**src/rtl/lcd_cmd_queue.sv**
```systemverilog
// Command/character queue feeding an LCD controller: circular buffer plus an issue FSM
// that hands one entry at a time to the controller. Optional macro: LCD_QUEUE_OVF_EN.
`timescale 1ns/1ps
module lcd_cmd_queue #(
    parameter int DEPTH       = 16,
    parameter int DATA_W      = 8,
    parameter int AF_LEVEL    = DEPTH - 2,
    parameter int ACK_TIMEOUT = 15
) (
    input  logic                    clk,
    input  logic                    rst,
    input  logic                    in_en,
    input  logic                    in_cmd,
    input  logic [DATA_W-1:0]       in_data,
    input  logic                    init_done,
    input  logic                    busy,
    output logic                    out_en,
    output logic                    out_cmd,
    output logic [DATA_W-1:0]       out_data,
    output logic                    full,
    output logic                    almost_full,
    output logic                    empty,
    output logic [$clog2(DEPTH):0]  count
`ifdef LCD_QUEUE_OVF_EN
    ,
    output logic                    ovf,
    output logic [7:0]              drop_cnt
`endif
);

    localparam int AW = $clog2(DEPTH);
    localparam int CW = AW + 1;
    localparam int TW = (ACK_TIMEOUT > 1) ? $clog2(ACK_TIMEOUT) : 1;

    typedef enum logic [1:0] {IDLE, WAIT_ACK, WAIT_DONE} state_t;

    state_t              state_q, state_d;
    logic [TW-1:0]       timer_q, timer_d;
    logic [AW-1:0]       wr_ptr_q, wr_ptr_d;
    logic [AW-1:0]       rd_ptr_q, rd_ptr_d;
    logic [CW-1:0]       count_q, count_d;
    logic                full_q, almost_full_q, empty_q;
    logic                out_en_q, out_cmd_q;
    logic [DATA_W-1:0]   out_data_q;
    logic [DATA_W:0]     mem_q [DEPTH];
    logic                pop, push;

    always_comb begin
        state_d = state_q;
        timer_d = timer_q;
        pop     = 1'b0;
        case (state_q)
            IDLE: begin
                if (!empty_q && init_done && !busy) begin
                    pop     = 1'b1;
                    state_d = WAIT_ACK;
                    timer_d = '0;
                end
            end
            WAIT_ACK: begin
                // Give up on an acknowledge that never comes so the queue cannot stall.
                if (busy) begin
                    state_d = WAIT_DONE;
                end else if (timer_q == TW'(ACK_TIMEOUT - 1)) begin
                    state_d = IDLE;
                end else begin
                    timer_d = timer_q + TW'(1);
                end
            end
            WAIT_DONE: begin
                if (!busy) begin
                    state_d = IDLE;
                end
            end
            default: state_d = IDLE;
        endcase
    end

    // A full queue still accepts a push when the head leaves in the same cycle.
    assign push = in_en && (!full_q || pop);

    always_comb begin
        wr_ptr_d = push ? wr_ptr_q + AW'(1) : wr_ptr_q;
        rd_ptr_d = pop  ? rd_ptr_q + AW'(1) : rd_ptr_q;
        case ({push, pop})
            2'b10:   count_d = count_q + CW'(1);
            2'b01:   count_d = count_q - CW'(1);
            default: count_d = count_q;
        endcase
    end

    always_ff @(posedge clk or negedge rst) begin
        if (!rst) begin
            state_q       <= IDLE;
            timer_q       <= '0;
            wr_ptr_q      <= '0;
            rd_ptr_q      <= '0;
            count_q       <= '0;
            full_q        <= 1'b0;
            almost_full_q <= 1'b0;
            empty_q       <= 1'b1;
            out_en_q      <= 1'b0;
            out_cmd_q     <= 1'b0;
            out_data_q    <= '0;
        end else begin
            state_q       <= state_d;
            timer_q       <= timer_d;
            wr_ptr_q      <= wr_ptr_d;
            rd_ptr_q      <= rd_ptr_d;
            count_q       <= count_d;
            full_q        <= (count_d == CW'(DEPTH));
            almost_full_q <= (count_d >= CW'(AF_LEVEL));
            empty_q       <= (count_d == '0);
            out_en_q      <= pop;
            if (pop) begin
                {out_cmd_q, out_data_q} <= mem_q[rd_ptr_q];
            end
        end
    end

    always_ff @(posedge clk) begin
        if (push) begin
            mem_q[wr_ptr_q] <= {in_cmd, in_data};
        end
    end

`ifdef LCD_QUEUE_OVF_EN
    logic       ovf_q;
    logic [7:0] drop_cnt_q;
    logic       reject;

    assign reject = in_en && !push;

    always_ff @(posedge clk or negedge rst) begin
        if (!rst) begin
            ovf_q      <= 1'b0;
            drop_cnt_q <= '0;
        end else if (reject) begin
            ovf_q <= 1'b1;
            if (drop_cnt_q != 8'hFF) begin
                drop_cnt_q <= drop_cnt_q + 8'd1;
            end
        end
    end

    assign ovf      = ovf_q;
    assign drop_cnt = drop_cnt_q;
`endif

    assign out_en      = out_en_q;
    assign out_cmd     = out_cmd_q;
    assign out_data    = out_data_q;
    assign full        = full_q;
    assign almost_full = almost_full_q;
    assign empty       = empty_q;
    assign count       = count_q;

endmodule
```
**config.mk**
```make
export PLATFORM = sky130hd
export DESIGN_NAME = lcd_cmd_queue
export DESIGN_NICKNAME = d
export VERILOG_FILES = /design/src/rtl/lcd_cmd_queue.sv
export SDC_FILE = /design/constraint.sdc
export NUM_CORES = 1
export LEC_CHECK = 0
export CORE_MARGIN = 8
export CORE_UTILIZATION = 60
export DETAILED_ROUTE_END_ITERATION = 10
export GPL_TIMING_DRIVEN = 0
export PLACE_DENSITY = 0.9
export SLEW_MARGIN = 20
export SYNTH_ARGS = -nofsm -noshare
export SYNTH_HDL_FRONTEND = slang
export SYNTH_SLANG_ARGS = --single-unit
```
**constraint.sdc**
```tcl
create_clock -name clk -period 6.8 [get_ports clk]
set_input_delay 1.36 -clock clk [delete_from_list [all_inputs] [get_ports clk]]
set_output_delay 1.36 -clock clk [all_outputs]
set_load 0.02 [all_outputs]
```
# Word-level counts from Yosys, hierarchy flattened
# Memories as Yosys holds them, arrays and structs flattened. A register that Yosys moved wholly into a read port is not among the register bits.
# Cells that the tools add are included.
dict set report word_totals {
  output_inout_bits 18
  memories 1
  register_bits 23
  ramBits 144
}
dict set report op_classes {
  n_reduce_logical 13
  eq_ne 11
  muxes 14
  addsub 5
  order_cmp 1
}
# name words word_bits rd rd_ports_with_merged_regs write_ports line_no
set memory_table {}
lappend memory_table {mem_q 16 9 1 1 1 45} ;# logic [DATA_W:0] mem_q [DEPTH];
# cell count
set ops {}
lappend ops {{$add A4 B1 Y4 const B} 3}
lappend ops {{$mux W4} 3}
lappend ops {{$pmux W5 S2} 1}
lappend ops {{$mux W2} 4}
lappend ops {{$ne A2 B2 Y1 const B} 4}
lappend ops {{$pmux W4 S2} 1}
lappend ops {{$pmux W2 S3} 1}
lappend ops {{$add A5 B1 Y5 const B} 1}
lappend ops {{$eq A5 B5 Y1 const B} 1}
lappend ops {{$ge A5 B4 Y1 const B} 1}
lappend ops {{$logic_not A5 Y1} 1}
lappend ops {{$sub A5 B1 Y5 const B} 1}
lappend ops {{$eq A2 B1 Y1 const B} 2}
lappend ops {{$eq A2 B2 Y1 const B} 2}
lappend ops {{$eq A4 B4 Y1 const B} 1}
lappend ops {{$logic_not A1 Y1} 4}
lappend ops {{$mux W1} 4}
lappend ops {{$reduce_and A4 Y1} 1}
lappend ops {{$logic_and A1 B1 Y1} 3}
lappend ops {{$ne A3 B3 Y1 const B} 1}
lappend ops {{$reduce_and A3 Y1} 1}
lappend ops {{$logic_not A2 Y1} 1}
lappend ops {{$reduce_bool A2 Y1} 1}
lappend ops {{$logic_or A1 B1 Y1} 1}

# Depth between registers and ports, before layout
dict set report depth {
  word_depth 10
  ltp_mapped 13
  ltp_nobuf 12
}

# Worst setup path after synthesis
# No wires, ideal clock.
dict set report synth_path {
  path_kind {input -> register}
  start {input port busy}
  end {register almost_full_q, in the netlist almost_full}
  path_slack_ps 2742
  t_arrival_ps 3938
  path_buffers 1
  setup_ps 120
  cell_stages 13
  required_time_ps 6680
  cell_sequence {nor4_1 nand2_1 a21boi_2 inv_1 ha_1 clkbuf_1 xor2_1 ha_1 or3b_2 o2111ai_1 a21oi_1 xor2_1 a31o_2}
}
dict set report synth_via {
  elab_chain_len 9
  elab_cells_between_ends 10
  classes_between {1 x order compare; 2 x eq/ne; 3 x mux; 4 x reduce/logical}
}
# element line_no
set synth_rtl {}
lappend synth_rtl {{start, declared} 16} ;# input logic busy,
lappend synth_rtl {{$logic_not A1 Y1 *} -}
lappend synth_rtl {{$logic_and A1 B1 Y1 *} 54} ;# if (!empty_q && init_done && !busy) begin
lappend synth_rtl {{$mux W1 *} 54}
lappend synth_rtl {{$mux W1 *} 52} ;# case (state_q)
lappend synth_rtl {{$logic_or A1 B1 Y1} 80} ;# assign push = in_en && (!full_q || pop);
lappend synth_rtl {{$logic_and A1 B1 Y1} 80}
lappend synth_rtl {{$eq A2 B1 Y1 / $eq A2 B2 Y1 (equally long branches)} 85} ;# case ({push, pop})
lappend synth_rtl {{$pmux W5 S2 *} 85}
lappend synth_rtl {{via count_d[4]} 41} ;# logic [CW-1:0] count_q, count_d;
lappend synth_rtl {{$ge A5 B4 Y1 *} 112} ;# almost_full_q <= (count_d >= CW'(AF_LEVEL));
lappend synth_rtl {{end signal, assigned} 112}
lappend synth_rtl {{end, declared} 42} ;# logic full_q, almost_full_q, empty_q;
# The timed path passes the listed nets; every way through them passes the cells marked *.
# A chain may end at the register's enable or synchronous reset.

# Worst setup path in the final report
dict set report layout_path {
  start {input port busy}
  end {register full_q, in the netlist full}
}
dict set report layout_via {
  elab_chain_len 9
  elab_cells_between_ends 10
  classes_between {3 x eq/ne; 3 x mux; 4 x reduce/logical}
}
# element line_no
set layout_rtl {}
lappend layout_rtl {{$logic_not A1 Y1 *} -}
lappend layout_rtl {{$logic_and A1 B1 Y1 *} 54}
lappend layout_rtl {{$mux W1 *} 54}
lappend layout_rtl {{$mux W1 *} 52}
lappend layout_rtl {{$logic_or A1 B1 Y1} 80}
lappend layout_rtl {{$logic_and A1 B1 Y1} 80}
lappend layout_rtl {{$eq A2 B1 Y1 / $eq A2 B2 Y1 (equally long branches)} 85}
lappend layout_rtl {{$pmux W5 S2 *} 85}
lappend layout_rtl {{via count_d[4]} 41}
lappend layout_rtl {{$eq A5 B5 Y1 *} 111} ;# full_q <= (count_d == CW'(DEPTH));
lappend layout_rtl {{end signal, assigned} 111}
lappend layout_rtl {{end, declared} 42}
# Marked as above.

==> results.json <==
{
  "ff2ff_path_depth": 13,
  "reg2reg_from": "state_q[0]",
  "core-area_sq_um": 11900,
  "path_clk_slew_ns": 0.07,
  "status": "finished, final reports clean",
  "grt_max_degree": 18,
  "worstPathArrival_ns": 5.05,
  "final_util": 0.714,
  "grt_usage": 0.215,
  "syn_avg_cell_area_sq_um": 17.6,
  "dp_hpwl_um": 10500,
  "crit_end": "full",
  "vias": 4169,
  "ant_nets": 0,
  "yosys_warnings": 0,
  "grt_pass1_wl_um": 24900,
  "start_kind": "primary input",
  "holdWs_ns": 0.534,
  "ys_ff_latch": 176,
  "first_pass_iters": 5,
  "nets": 498,
  "drt-initial-drc-count": 452,
  "fp-row-count": 40,
  "skew_ns": 0.00996,
  "cts-htree-levels": 4,
  "diodes": 0,
  "yosysTopAreaCell": "edfxtp_1",
  "finalCritPeriodShare": 0.692,
  "antenna_found_initial": 0,
  "route.detailed.drc": 0,
  "endpoint_kind": "flip-flop",
  "synth.distinct_cells": 45,
  "dp.cells": 602,
  "power_leakage_nw": 2.98,
  "maxSlewHeadroom": 0.414,
  "syn2layout_area_growth_pct": 17.4,
  "cp_slowest_cell": "clkdlybuf4s50_1",
  "yosysSeqAreaShare": 0.710,
  "cts_root_buf": "clkbuf_16",
  "critical_path_required_ns": 7.15,
  "tightest_slew_ns": 0.877,
  "place.gp.congestion": 0.801,
  "cts.sinks": 176,
  "grt_pass1_vias": 4376,
  "syn_inst": 411,
  "place_ws_ns": 1.68,
  "hold_violations": 0,
  "wirelength_um": 16200,
  "start_util": 0.608,
  "nFillCells": 675,
  "synth_common_cells": "edfxtp_1, dfrtp_1, mux2_2",
  "die_w_um": 126,
  "clockBufferDepth": 2,
  "setup-tns-final_ns": 0,
  "cp-startpoint": "busy",
  "critPathMaxStageDelay_ns": 0.45,
  "synth_top_area_frac": 0.599,
  "slew_viol_final": 0,
  "crit_fanout": 9,
  "fp.dieH_um": 126,
  "die-area_sq_um": 15800,
  "fin_cells": 634,
  "synth_edf_count": 144,
  "synth_flop_cell": "edfxtp_1",
  "cts_hold_repair.buffers": 0,
  "hp-class": "flip-flop to flip-flop",
  "rsz0062_at_grt": "no",
  "place_area_sq_um": 7880,
  "syn_area_sq_um": 7220,
  "grt_overflow": 0,
  "synth_most_common_cell": "edfxtp_1",
  "viasPerCell": 6.58,
  "total_power_mw": 3.61,
  "cts_made_buffers": 17,
  "synth_area_leaders": "edfxtp_1, dfrtp_1, mux4_2",
  "p_per_area_nw_per_um2": 426,
  "ctsResizeCount": 0,
  "final-setup-viol-count": 0,
  "portBuffers": 31,
  "path_cells": "clkdlybuf4s50_1 > nor4_1 > nand2_1 > a21boi_2 > inv_1 > ha_1 > clkbuf_1 > xor2_1 > ha_1 > or3b_2 > o2111ai_1 > a21oi_1 > xor2_1 > nor3b_1",
  "synthArstFlopShare": 0.182,
  "drive_gt1_frac": 0.218,
  "path_class": "primary input to flip-flop",
  "post-cts-setup-buffers": 0,
  "setup_ws_ns": 2.09,
  "finalInstanceArea_sq_um": 8470,
  "ir_drop_uv": 274,
  "r2r_end": "full",
  "rrSetupSlack_ns": 2.99,
  "clock_latency_ns": 0.44,
  "cts_tree": "yes",
  "wl_per_cell_um": 25.6,
  "io_pins": 32,
  "fmax_mhz": 213,
  "syn_nets": 435,
  "fin_crit_ns": 4.71,
  "max-cap-violations": 0
}
[logic make-up (layout without fill, tap and decap cells)]
group           count (synthesis)  count (layout)  share of synthesized area
flops                         176             176                      0.710
xor+xnor                       14              14                     0.0170
buf+inv                        27             103                     0.0192
simple gates                   69              69                     0.0525
mux                            62              62                      0.132
fa+ha+maj                      10              10                     0.0173
compound gates                 53              53                     0.0510
[sequential cells by signal (all words and copies together) (netlist names), 2 cells and up]
register  count
wr_ptr_q      4
state_q       2
timer_q       4
out_data      8
mem_q       144
count         5
rd_ptr_q      4
[cell usage in the layout (no fill, tap or decap), types with 5 or more instances in the layout]
master	Yosys	final
a21oi_1	11	11
a221o_1	9	9
and2_1	6	6
buf_2	2	7
buf_4	1	9
clkbuf_1	11	11
clkbuf_16	0	17
clkdlybuf4s50_1	0	30
dfrtp_1	31	31
edfxtp_1	144	144
ha_1	10	10
inv_1	7	7
mux2_2	24	24
mux2i_1	16	16
mux4_1	8	8
mux4_2	14	14
nand2_1	15	15
nor2_1	11	11
nor3_1	8	8
nor3b_2	0	8
o21ai_0	11	11
o21bai_1	8	8
o22ai_1	7	7
xnor2_1	9	9
xor2_1	5	5
[critical path: cells and delay by family]
family                     cells  cell delay [ns]
and+or+nand+nor                4             1.19
buffers and inverters          3             0.90
AOI/OAI and AO/OA              3             0.64
xor gates and xnor gates       2             0.50
adders and majority gates      2             0.46
[routing by layer]
layer  vias up  global-route usage  part of all wire
met5         -                   0                 0
met2       215               0.358              0.52
li1       1759                   -                 -
met4         0               0.120             0.046
met1      2122               0.244              0.36
met3        73              0.0629             0.074
[power by group]
| group | leakage (nW) | switching, mW | internal [mW] |
|---|---|---|---|
| combinational | 1.00 | 0.656 | 0.548 |
| clock | 0.279 | 0.419 | 0.556 |
| sequential | 1.70 | 0.0904 | 1.34 |
| total | 2.98 | 1.17 | 2.44 |
[area by class of cell]
class / count / area, sq um / share of cell area
timing repair buffer: 44 / 413 / 0.0487
tap: 147 / 184 / 0.0217
clock inverter: 14 / 158 / 0.0186
sequential: 176 / 5130 / 0.605
inverter: 8 / 30.0 / 0.00354
buffer: 19 / 109 / 0.0128
multi-input combinational: 208 / 2020 / 0.238
clock buffer: 18 / 439 / 0.0518
[worst min path at each step]
stage / start / end / slack, ns / cells after the start
CTS: rd_ptr_q[3] / rd_ptr_q[3] / 0.52 / 1
global route: out_data[7] / out_data[7] / 0.55 / 1
detailed placement: out_data[7] / out_data[7] / 0.52 / 1
finish: out_data[4] / out_data[4] / 0.53 / 1
floorplan: rd_ptr_q[3] / rd_ptr_q[3] / 0.47 / 1
global placement: rd_ptr_q[3] / rd_ptr_q[3] / 0.49 / 1
No activity file was read; power rests on OpenSTA's default activity.
